--- config.mk ---
export PLATFORM = sky130hd
export DESIGN_NAME = hl_mac_ctrl
export DESIGN_NICKNAME = d
export VERILOG_FILES = /design/src/rtl/hl_pkg.sv /design/src/rtl/hl_mac_ctrl.sv
export SDC_FILE = /design/constraint.sdc
export NUM_CORES = 1
export LEC_CHECK = 0
export ABC_AREA = 1
export BUFFER_PORTS_ARGS = -buffer_cell sky130_fd_sc_hd__buf_2
export CELL_PAD_IN_SITES_DETAIL_PLACEMENT = 0
export CELL_PAD_IN_SITES_GLOBAL_PLACEMENT = 2
export CORE_MARGIN = 8
export CORE_UTILIZATION = 28
export CTS_BUF_LIST = sky130_fd_sc_hd__clkbuf_8
export CTS_CLUSTER_DIAMETER = 120
export CTS_CLUSTER_SIZE = 16
export DETAILED_ROUTE_END_ITERATION = 8
export HOLD_SLACK_MARGIN = 0.15
export PLACE_DENSITY = 0.95
export SYNTH_ARGS = -nofsm -noshare
export SYNTH_HDL_FRONTEND = slang
export SYNTH_SLANG_ARGS = --single-unit
--- constraint.sdc ---
create_clock -name clk -period 5.4 [get_ports clk]
set_input_delay 0.54 -clock clk [delete_from_list [all_inputs] [get_ports clk]]
set_output_delay 0.54 -clock clk [all_outputs]
set_load 0.005 [all_outputs]
--- src/rtl/hl_pkg.sv ---
// -----------------------------------------------------------------------------
// hl_pkg
//   Shared constants and types for the hidden-layer MAC sequencer.
//   N_INPUT / N_NEURON are the production defaults; the controller exposes them
//   as parameters so smaller configurations can be built from the same source.
// -----------------------------------------------------------------------------
package hl_pkg;

  localparam int N_INPUT  = 784;  // pixels per neuron
  localparam int N_NEURON = 16;   // hidden neurons per layer pass
  localparam int PSUM_W   = 32;   // accumulator width
  localparam int DATA_W   = 8;    // pixel / weight width

  // Sequencer states
  typedef enum logic [2:0] {
    IDLE = 3'd0,
    RUN  = 3'd1,
    LAST = 3'd2,
    EMIT = 3'd3,
    DONE = 3'd4
  } state_e;

endpackage

--- src/rtl/hl_mac_ctrl.sv ---
// -----------------------------------------------------------------------------
// hl_mac_ctrl
//   Sequencer for the hidden-layer MAC PE. For every hidden neuron it streams
//   N_INPUT pixel/weight pairs out of the input buffer and the weight ROM,
//   accumulates them through the external combinational PE
//   (ofmap = psum + ifmap(u8) * weight(s8)) in its own psum register, and
//   hands the finished sum downstream over a valid/ready port.
//
// Ports
//   clk, rst              clock (rising edge) / asynchronous active-high reset
//   start                 begin a layer pass (only looked at in IDLE)
//   busy, done            pass in progress / one-cycle end-of-pass pulse
//   rd_en, in_addr,       read strobe and addresses for input buffer and
//   wt_addr               weight ROM (both return data one cycle later)
//   ifmap_q, weight_q     read data from input buffer / weight ROM
//   pe_ifmap, pe_weight,  operands driven to the PE (zero when no read data
//   pe_psum               is arriving), pe_psum is the psum register
//   pe_ofmap              PE result, captured into psum on each data beat
//   out_valid, out_ready  result handshake
//   out_idx, out_data     neuron index and signed accumulated sum
// -----------------------------------------------------------------------------
module hl_mac_ctrl
  import hl_pkg::*;
#(
  parameter int N_INPUT  = hl_pkg::N_INPUT,
  parameter int N_NEURON = hl_pkg::N_NEURON,
  localparam int IA_W = (N_INPUT > 1) ? $clog2(N_INPUT) : 1,
  localparam int WA_W = $clog2(N_INPUT * N_NEURON),
  localparam int NI_W = (N_NEURON > 1) ? $clog2(N_NEURON) : 1
) (
  input  logic              clk,
  input  logic              rst,
  input  logic              start,
  output logic              busy,
  output logic              done,
  output logic              rd_en,
  output logic [IA_W-1:0]   in_addr,
  output logic [WA_W-1:0]   wt_addr,
  input  logic [DATA_W-1:0] ifmap_q,
  input  logic [DATA_W-1:0] weight_q,
  output logic [DATA_W-1:0] pe_ifmap,
  output logic [DATA_W-1:0] pe_weight,
  output logic [PSUM_W-1:0] pe_psum,
  input  logic [PSUM_W-1:0] pe_ofmap,
  output logic              out_valid,
  input  logic              out_ready,
  output logic [NI_W-1:0]   out_idx,
  output logic [PSUM_W-1:0] out_data
);

  localparam logic [IA_W-1:0] IDX_LAST    = IA_W'(N_INPUT - 1);
  localparam logic [NI_W-1:0] NEURON_LAST = NI_W'(N_NEURON - 1);

  state_e            state_q;
  logic [NI_W-1:0]   neuron_q;
  logic [IA_W-1:0]   idx_q;
  logic [WA_W-1:0]   wt_ptr_q;   // running weight pointer = neuron*N_INPUT + idx
  logic [PSUM_W-1:0] psum_q;
  logic              dvld_q;     // read data present on ifmap_q/weight_q
  logic              busy_q;
  logic              done_q;
  logic              rd_en_q;
  logic              out_valid_q;

  // Sequencer FSM with registered control outputs and the psum accumulator.
  always_ff @(posedge clk or posedge rst) begin
    if (rst) begin
      state_q     <= IDLE;
      neuron_q    <= '0;
      idx_q       <= '0;
      wt_ptr_q    <= '0;
      psum_q      <= '0;
      dvld_q      <= 1'b0;
      busy_q      <= 1'b0;
      done_q      <= 1'b0;
      rd_en_q     <= 1'b0;
      out_valid_q <= 1'b0;
    end else begin
      // Read data follows the strobe by one cycle; every data beat is folded
      // into psum. The state-specific clears below never coincide with a beat.
      dvld_q <= rd_en_q;
      done_q <= 1'b0;
      if (dvld_q) begin
        psum_q <= pe_ofmap;
      end

      case (state_q)
        IDLE: begin
          if (start) begin
            state_q  <= RUN;
            neuron_q <= '0;
            idx_q    <= '0;
            wt_ptr_q <= '0;
            psum_q   <= '0;
            rd_en_q  <= 1'b1;
            busy_q   <= 1'b1;
          end
        end

        RUN: begin
          // The weight pointer is never rewound inside a pass, so it walks
          // the ROM row-major across neurons without a multiplier.
          wt_ptr_q <= wt_ptr_q + WA_W'(1);
          if (idx_q == IDX_LAST) begin
            idx_q   <= '0;
            rd_en_q <= 1'b0;
            state_q <= LAST;
          end else begin
            idx_q <= idx_q + IA_W'(1);
          end
        end

        LAST: begin
          // Final read data lands this cycle; the sum is complete after it.
          out_valid_q <= 1'b1;
          state_q     <= EMIT;
        end

        EMIT: begin
          if (out_ready) begin
            out_valid_q <= 1'b0;
            if (neuron_q == NEURON_LAST) begin
              done_q  <= 1'b1;
              state_q <= DONE;
            end else begin
              neuron_q <= neuron_q + NI_W'(1);
              idx_q    <= '0;
              psum_q   <= '0;
              rd_en_q  <= 1'b1;
              state_q  <= RUN;
            end
          end
        end

        DONE: begin
          busy_q  <= 1'b0;
          state_q <= IDLE;
        end

        default: begin
          state_q     <= IDLE;
          busy_q      <= 1'b0;
          rd_en_q     <= 1'b0;
          out_valid_q <= 1'b0;
        end
      endcase
    end
  end

  assign busy      = busy_q;
  assign done      = done_q;
  assign rd_en     = rd_en_q;
  assign in_addr   = idx_q;
  assign wt_addr   = wt_ptr_q;
  // The PE is combinational, so operands are gated to zero between beats.
  assign pe_ifmap  = dvld_q ? ifmap_q  : '0;
  assign pe_weight = dvld_q ? weight_q : '0;
  assign pe_psum   = psum_q;
  assign out_valid = out_valid_q;
  assign out_idx   = neuron_q;
  assign out_data  = psum_q;

endmodule

## Word level (Yosys, flattened, before mapping)

Index checks and enable logic that the tools add are counted.

| cells by class | value |
|---|---|
| $lt $le $gt $ge | 0 |
| multiply operators | 0 |
| div/mod/pow operators | 0 |
| bitwise gates (word level) | 3 |
| equality and inequality tests | 10 |
| add/subtract/negate cells | 3 |
| reductions and logical operators | 14 |
| shifts and indexed selects | 0 |
| mux-type cells | 34 |

Operators with widths:

| cell | count |
|---|---|
| two-way mux 32 bit | 4 |
| case mux 32 bit (2 select lines) | 1 |
| two-way mux 10 bit | 4 |
| case mux 10 bit (3 select lines) | 1 |
| case mux 14 bit (2 select lines) | 1 |
| two-way mux 8 bit | 2 |
| adder 14 x 1 -> 14 bit (second input constant) | 1 |
| two-way mux 14 bit | 1 |
| two-way mux 3 bit | 4 |
| two-way mux 4 bit | 3 |
| case mux 3 bit (4 select lines) | 1 |
| adder 10 x 1 -> 10 bit (second input constant) | 1 |
| equality test 10 bit (second input constant) | 1 |
| two-way mux 1 bit | 8 |
| != test 2 bit (second input constant) | 4 |
| case mux 4 bit (2 select lines) | 1 |
| AND reduction 4 bit | 2 |
| equality test 3 x 2 -> 1 bit (second input constant) | 2 |
| AND reduction 2 bit | 3 |
| OR reduction 3 bit | 2 |
| AND reduction 5 bit | 1 |
| adder 4 x 1 -> 4 bit (second input constant) | 1 |
| equality test 4 bit (second input constant) | 1 |
| case mux 1 bit (4 select lines) | 1 |
| 10 further kinds | 13 |

| storage, ports and cells | value |
|---|---|
| memory bits (read-only) | 0 |
| input port bits | 52 |
| output and inout bits | 112 |
| word-level logic and storage cells | 74 |
| memories | 0 |
| bits in latches | 0 |
| memory bits (writable) | 0 |
| register bits after elaboration | 68 |

## Depth between registers and ports, before layout

Gate-level depths: netlist of run 1.

| logic depth | value |
|---|---|
| depth after elaboration | 4 |
| gate-level depth with buffers | 9 |
| mapped depth without buffers | 9 |

## Worst setup path after synthesis of run 1

No wires, ideal clock.

| path | value |
|---|---|
| path type | register -> output |
| start | register dvld_q |
| end | output pe_ifmap[4] |
| path buffers | 2 |
| cell stages (with the launch flop) | 5 |
| data arrival time | 1,039 ps |
| slack | 3,821 ps |
| data required time | 4,860 ps |
| path through | dfrtp_1 > clkbuf_1 > buf_1 > nand2_1 > inv_1 |

| between the ends | value |
|---|---|
| longest elaborated chain between the ends | 1 |

RTL lines:

| item | line | source |
|---|---|---|
| from (decl) | hl_mac_ctrl.sv:59 | `logic dvld_q;` |
| from (signal assigned) | hl_mac_ctrl.sv:81 | `dvld_q <= rd_en_q;` |
| two-way mux 8 bit | hl_mac_ctrl.sv:156 | `assign pe_ifmap = dvld_q ? ifmap_q : '0;` |
| to (decl) | hl_mac_ctrl.sv:41 | `output logic [DATA_W-1:0] pe_ifmap,` |

Every way passes these cells.

## Worst setup path after layout of run 1

| path | value |
|---|---|
| start | register dvld_q |
| end | output pe_ifmap[3] |

Same word-level chain as after synthesis.

==> run metrics, run 1 <==
die area 16800 µm²; Peak VDD IR 153 µV; clk sinks 68; row cnt 41; cts repair resizes 0; latest clock arrival within the worst-skew pair 0.35 ns; via count 3496; Core ar. 12600 µm²; FFs w/ async S/R, synth 100%; most frequent cell after synthesis nand2_1; die width 130 µm; Worst-Margin Slew 0.973 ns; drt pass-1 iters 5; starting DRC count in detailed routing 175; cell area after synthesis 3620 µm²; clk root buf clkbuf_8; # hold bufs at CTS 0; CP delay by family, top flip-flops; Synthesis Warnings 0; Chip Height 130 µm; setup slack after layout 3.21 ns; num ports 164; min Tclk post-route 2.19 ns; FMAX 458 MHz; sequential area share after synthesis 47.0%; slowest stage delay, CP 0.59 ns; Slew Limit Fails 0; drt wl/cell 13.7 µm; vias in the first global route 3286; relative slew slack 35.1%; CP Class flop to output port; first-pass GRT wire length 16900 µm; Syn Inst Count 482; prevailing post-synth register cell dfrtp_1; CP endpoint kind output port; Synth top area share 47.0%; Design Area, Final 4510 µm²; RSZ-0062 raised after global routing no; crit path DAT 1.65 ns; cell with the largest stage delay on the worst path dfrtp_1; Port Buffers 163; Final nets 668; share of cells above drive strength 1 30.2%; final setup fails 0; CTS tree yes; clk_skew 0.0112 ns; Synth Register Bits 68; Hold Vio Cnt, Final 0; Min-Delay Path Class input pin to flop; Worst EP required 4.86 ns; post-route total power 2.14 mW; Clock Tree Buf Depth 2; DRT Wirelength 10800 µm; pin count of the biggest net entering global routing 69; placed cell areas 4350 µm²; setup TNS 0 ns; leakage 2.63 nW; clock-pin slew on the worst setup and hold paths 0.07 ns; status complete, no violations; DRC errors left 0; max-cap viol count 0; main area contributors after synthesis dfrtp_1 47%, nand2_1 18%, buf_4 6.6%, inv_1 5.8%, a21oi_1 4.6%; gr usage total 12.8%; crit share post-route 40.5%; Post-Syn Area per Cell 7.50 µm²; EDFF count, synth 0; Place WS 3.30 ns; GRT overflow 0; critical path peak fanout 36; HPWL after detailed placement 8130 µm; Post-CTS Setup Bufs 0; Yosys cell types 30; Buf/Inv on CP 3; initial antenna violation count 0; GP Congestion 0.805; Startpoint Class flop; H-tree Lvls 3; effective utilization at floorplan 28.7%; vias per cell 4.44; cts bufs inserted 9; area leader, netlist dfrtp_1; worst path cell trace buf_4 > nand2_1 > inv_1 > buf_2; Antenna Nets Post-Route 0; Area Growth Syn to Fin 24.6%; Synth top cells by count 172 x nand2_1, 68 x dfrtp_1, 56 x inv_1, 33 x a21oi_1, 32 x buf_4; diode count 0; Pwr Density 474 nW/µm²; syn_nets 537
logic make-up (layout without fill, tap and decap cells):
group,Yosys count,count (layout),share of synthesized area [%]
fa+ha+maj,3,3,1.04
xor+xnor,2,2,0.484
simple gates,242,242,27.3
compound gates,63,63,9.34
flops,68,68,47.0
buf+inv,104,238,14.8
sequential cells by signal, indices dropped and copies added (netlist names):
name       cells
out_data      32
wt_addr       14
in_addr       10
out_idx        4
state_q        3
busy           1
done           1
dvld_q         1
out_valid      1
rd_en          1
metrics by stage:
stage          util [%]  hold slack [ns]  cells
2_1_floorplan         -            0.396    482
3_3_place_gp       34.5            0.421    774
3_5_place_dp       34.5            0.419    774
4_1_cts            35.7            0.398    788
5_1_grt            35.7            0.406    788
6_report           35.7            0.420    788
cell usage in the layout, fill, tap and decap left out, types with 2 or more instances in the layout:
cell / netlist / final
inv_1: 56 / 56
ha_1: 3 / 3
a21oi_1: 33 / 33
dfrtp_1: 68 / 68
nor2_1: 27 / 27
clkinv_2: 0 / 3
o211ai_1: 2 / 2
buf_2: 2 / 163
nand2_1: 172 / 172
o21bai_1: 2 / 2
buf_4: 32 / 2
nand4_1: 8 / 8
nand3_1: 30 / 30
o21ai_0: 19 / 19
clkbuf_8: 0 / 10
inv_2: 3 / 4
o22ai_1: 2 / 2
metal layers:
metal	global-route usage, %	vias to the layer above	share of wire (%)	wire length (µm)
met1	15.2	1601	42	4540
met2	20.9	143	46	4940
li1	-	1740	-	-
met3	3.94	12	11	1170
met4	5.53	0	1.6	177
met5	0	-	0	0
worst paths after layout:
path	startpoint	to	slack [ns]	cells past startpoint
max	dvld_q$_DFF_PP0_	pe_ifmap[3]	3.21	4
min	pe_ofmap[1]	out_data[1]$_DFF_PP0_	0.42	3
max reg2reg	out_idx[0]$_DFFE_PP0P_	out_idx[1]$_DFFE_PP0P_	3.30	9
min reg2reg	rd_en$_DFFE_PP0P_	dvld_q$_DFF_PP0_	0.44	0
max in group asynchronous	rst	wt_addr[6]$_DFFE_PP0P_	4.37	3
min in group asynchronous	rst	wt_addr[12]$_DFFE_PP0P_	0.45	3
worst reg2reg max path, stage by stage, from the launching register on:
cell	delay, ns
dfrtp_1	0.41
ha_1	0.23
nand3_1	0.11
nor2_1	0.07
inv_2	0.09
nand2_1	0.09
nor2_4	0.63
inv_1	0.21
nand2_1	0.11
nand2_1	0.05
power by group:
part | switching, mW | leakage (nW) | internal [mW] | total, mW
registers | 0.164 | 0.887 | 0.674 | 0.838
logic | 0.567 | 1.66 | 0.371 | 0.938
clock network | 0.191 | 0.0890 | 0.170 | 0.361
final cells by class:
| class | count | area, µm² |
|---|---|---|
| inverter | 59 | 221 |
| timing repair buffer | 165 | 831 |
| multi-input combinational | 310 | 1380 |
| fill | 1340 | 8110 |
| clock buffer | 10 | 138 |
| sequential | 68 | 1700 |
| clock inverter | 4 | 18.8 |
| tap | 172 | 215 |
Power figures use the tool's default switching activity.
==> inputs of run 2 (changes only) <==
- ABC_AREA: 1 -> 0
- PLACE_DENSITY: 0.95 -> 0.89
- clock period: 5.4 -> 2.1 ns (I/O delays scaled with it)
==> run 2 against run 1 <==
Global-route usage shrank 0.81 points. Register-to-register slack lost 3.1 ns. Non-clock buffer count rose by 45. Flip-flop and latch count is the same. Combinational power grew to 3.0 times the previous value. Core utilization is 4.3 points higher. Cell area is 6.6% higher. Setup slack worse by 3.0 ns. Via count shrank 11%. Total power rose to 2.8 times the previous value. Clock skew grew 0.0043 ns.
==> run metrics, run 2 <==
status complete, no violations; area leader, netlist dfrtp_1; Worst EP required 2.33 ns; EDFF count, synth 0; clock-pin slew on the worst setup and hold paths 0.08 ns; GP Congestion 0.818; Area Growth Syn to Fin 39.0%; most common cell after layout, fill and taps aside buf_2; starting DRC count in detailed routing 166; Synth top area share 49.2%; vias per cell 4.66; clk_skew 0.0155 ns; syn_nets 396; Clock Tree Buf Depth 2; CP Class flop to flop; crit share post-route 91.3%; first-pass GRT wire length 16000 µm; Layout Utilization 40.0%; cell count after placement 617; via count 3106; final setup fails 0; setup slack after layout 0.182 ns; Synth Register Bits 68; most frequent cell after synthesis dfrtp_1; Peak VDD IR 528 µV; switching part of the total 38.9%; Synthesis Warnings 0; Worst-Margin Slew 0.493 ns; diode count 0; Post-Syn Area per Cell 10.1 µm²; Post-CTS Setup Bufs 0; Chip Height 127 µm; Fin Hold WS 0.275 ns; Pwr Density 1260 nW/µm²; cell area after synthesis 3460 µm²; clock share of power 17.7%; leakage 2.66 nW; DRC errors left 0; Core ar. 12000 µm²; clk sinks 68; most frequent cells in the layout 163 x buf_2, 67 x dfrtp_1, 47 x nor2_1; placed cell areas 4270 µm²; row cnt 40; Yosys cell types 46; Startpoint Class flop; Final nets 570; Comb power frac 46.1%; pin count of the biggest net entering global routing 36; CP endpoint kind flop; Min-Delay Path Class input pin to flop; share of cells above drive strength 1 37.8%; cts bufs inserted 9; Layout Cells excl Fill 666; FFs w/ async S/R, synth 100%; drt pass-1 iters 4; num ports 164; main area contributors after synthesis dfrtp_1 49%, mux2i_1 12%, buf_4 6.9%, nor2_1 5.1%, and2_1 3.4%; relative slew slack 66.8%; H-tree Lvls 3; Antenna Nets Post-Route 0; Slew Limit Fails 0; die width 127 µm; internal power 3.70 mW; DRT Wirelength 10000 µm; die area 16200 µm²; FMAX 521 MHz; effective utilization at floorplan 28.8%; max-cap viol count 0; gr usage total 12.0%; drt wl/cell 15.0 µm; Hold Vio Cnt, Final 0; clk root buf clkbuf_8; sequential area share after synthesis 49.2%; latest clock arrival within the worst-skew pair 0.34 ns; RSZ-0062 raised after global routing no; GRT overflow 0; critical path peak fanout 15; Place WS 0.192 ns; crit path DAT 2.15 ns; switching pwr 2.36 mW; vias in the first global route 3088; setup TNS 0 ns; Design Area, Final 4800 µm²; CTS tree yes; cts repair resizes 0; min Tclk post-route 1.92 ns; initial antenna violation count 0; prevailing post-synth register cell dfrtp_1; post-route total power 6.06 mW; Synth top cells by count 68 x dfrtp_1, 47 x nor2_1, 41 x mux2i_1, 32 x buf_4, 26 x nand2_1; Largest register FFs 32; Syn Inst Count 341; HPWL after detailed placement 7460 µm; Sequential Power Share 36.2%; Port Buffers 163
run 2: cell count changes after synthesis, sizes merged, moves of 5 or more:
cell	change
nand3	-21
and3	+6
nand4	-5
inv	-55
nand2	-146
nor2	+19
o31ai	+5
mux2i	+41
a21oi	-27
and2	+18
run 2: routing by layer:
layer  global-route usage [%]  vias to the layer above  routed length (µm)
met2                     19.9                      119                4750
met3                     4.62                        7                 844
li1                         -                     1499                   -
met5                        0                        -                   0
met4                     3.50                        0                  72
met1                     14.0                     1481                4360
run 2: worst paths after layout:
path	start	endpoint	slack (ns)	cells past startpoint
worst max register to register	in_addr[4]$_DFFE_PP0P_	rd_en$_DFFE_PP0P_	0.18	4
worst max-delay path	in_addr[4]$_DFFE_PP0P_	rd_en$_DFFE_PP0P_	0.18	4
min in group asynchronous	rst	wt_addr[12]$_DFFE_PP0P_	0.33	3
worst min register to register	wt_addr[13]$_DFFE_PP0P_	wt_addr[13]$_DFFE_PP0P_	0.48	1
max in group asynchronous	rst	dvld_q$_DFF_PP0_	1.11	4
worst min-delay path	start	state_q[0]$_DFFE_PP0P_	0.27	3
run 2: cell families (layout without fill, tap and decap cells):
logic type | Yosys count | after routing | share of synthesized area, %
and+or+nand+nor | 128 | 128 | 18.1
DFF | 68 | 68 | 49.2
buffers and inverters | 51 | 229 | 9.41
AOI/OAI and AO/OA | 48 | 48 | 9.77
muxes | 42 | 42 | 12.2
adders and majority gates | 3 | 3 | 1.09
xor gates and xnor gates | 1 | 1 | 0.253
run 2: timing repair:
action / CTS / global route
hold buffers: 34 / 0
hold endpoints to repair: 101 / 0
setup endpoints to repair: 0 / 0
run 2: cell type report:
cell class,count,area (µm²)
clock buffer,11,151
clock inverter,4,42.5
fill,1172,7210
inverter,4,15.0
multi-input combinational,222,1430
sequential,68,1700
tap,147,184
timing repair buffer,210,1280
run 2: worst max-delay path: stages, from the launching register on:
cell	delay, ns
dfrtp_1	0.45
nor4_1	0.50
a41oi_4	0.32
a311o_1	0.36
o22a_1	0.18
run 2: power groups by stage:
| stage | Sequential (mW) | Combinational [mW] | Clock (mW) |
|---|---|---|---|
| floorplan | 2.14 | 1.88 | 0 |
| global placement | 2.19 | 2.75 | 0 |
| detailed placement | 2.22 | 2.78 | 0 |
| CTS | 2.20 | 2.84 | 1.12 |
| global route | 2.27 | 3.10 | 1.17 |
| finish | 2.20 | 2.79 | 1.07 |
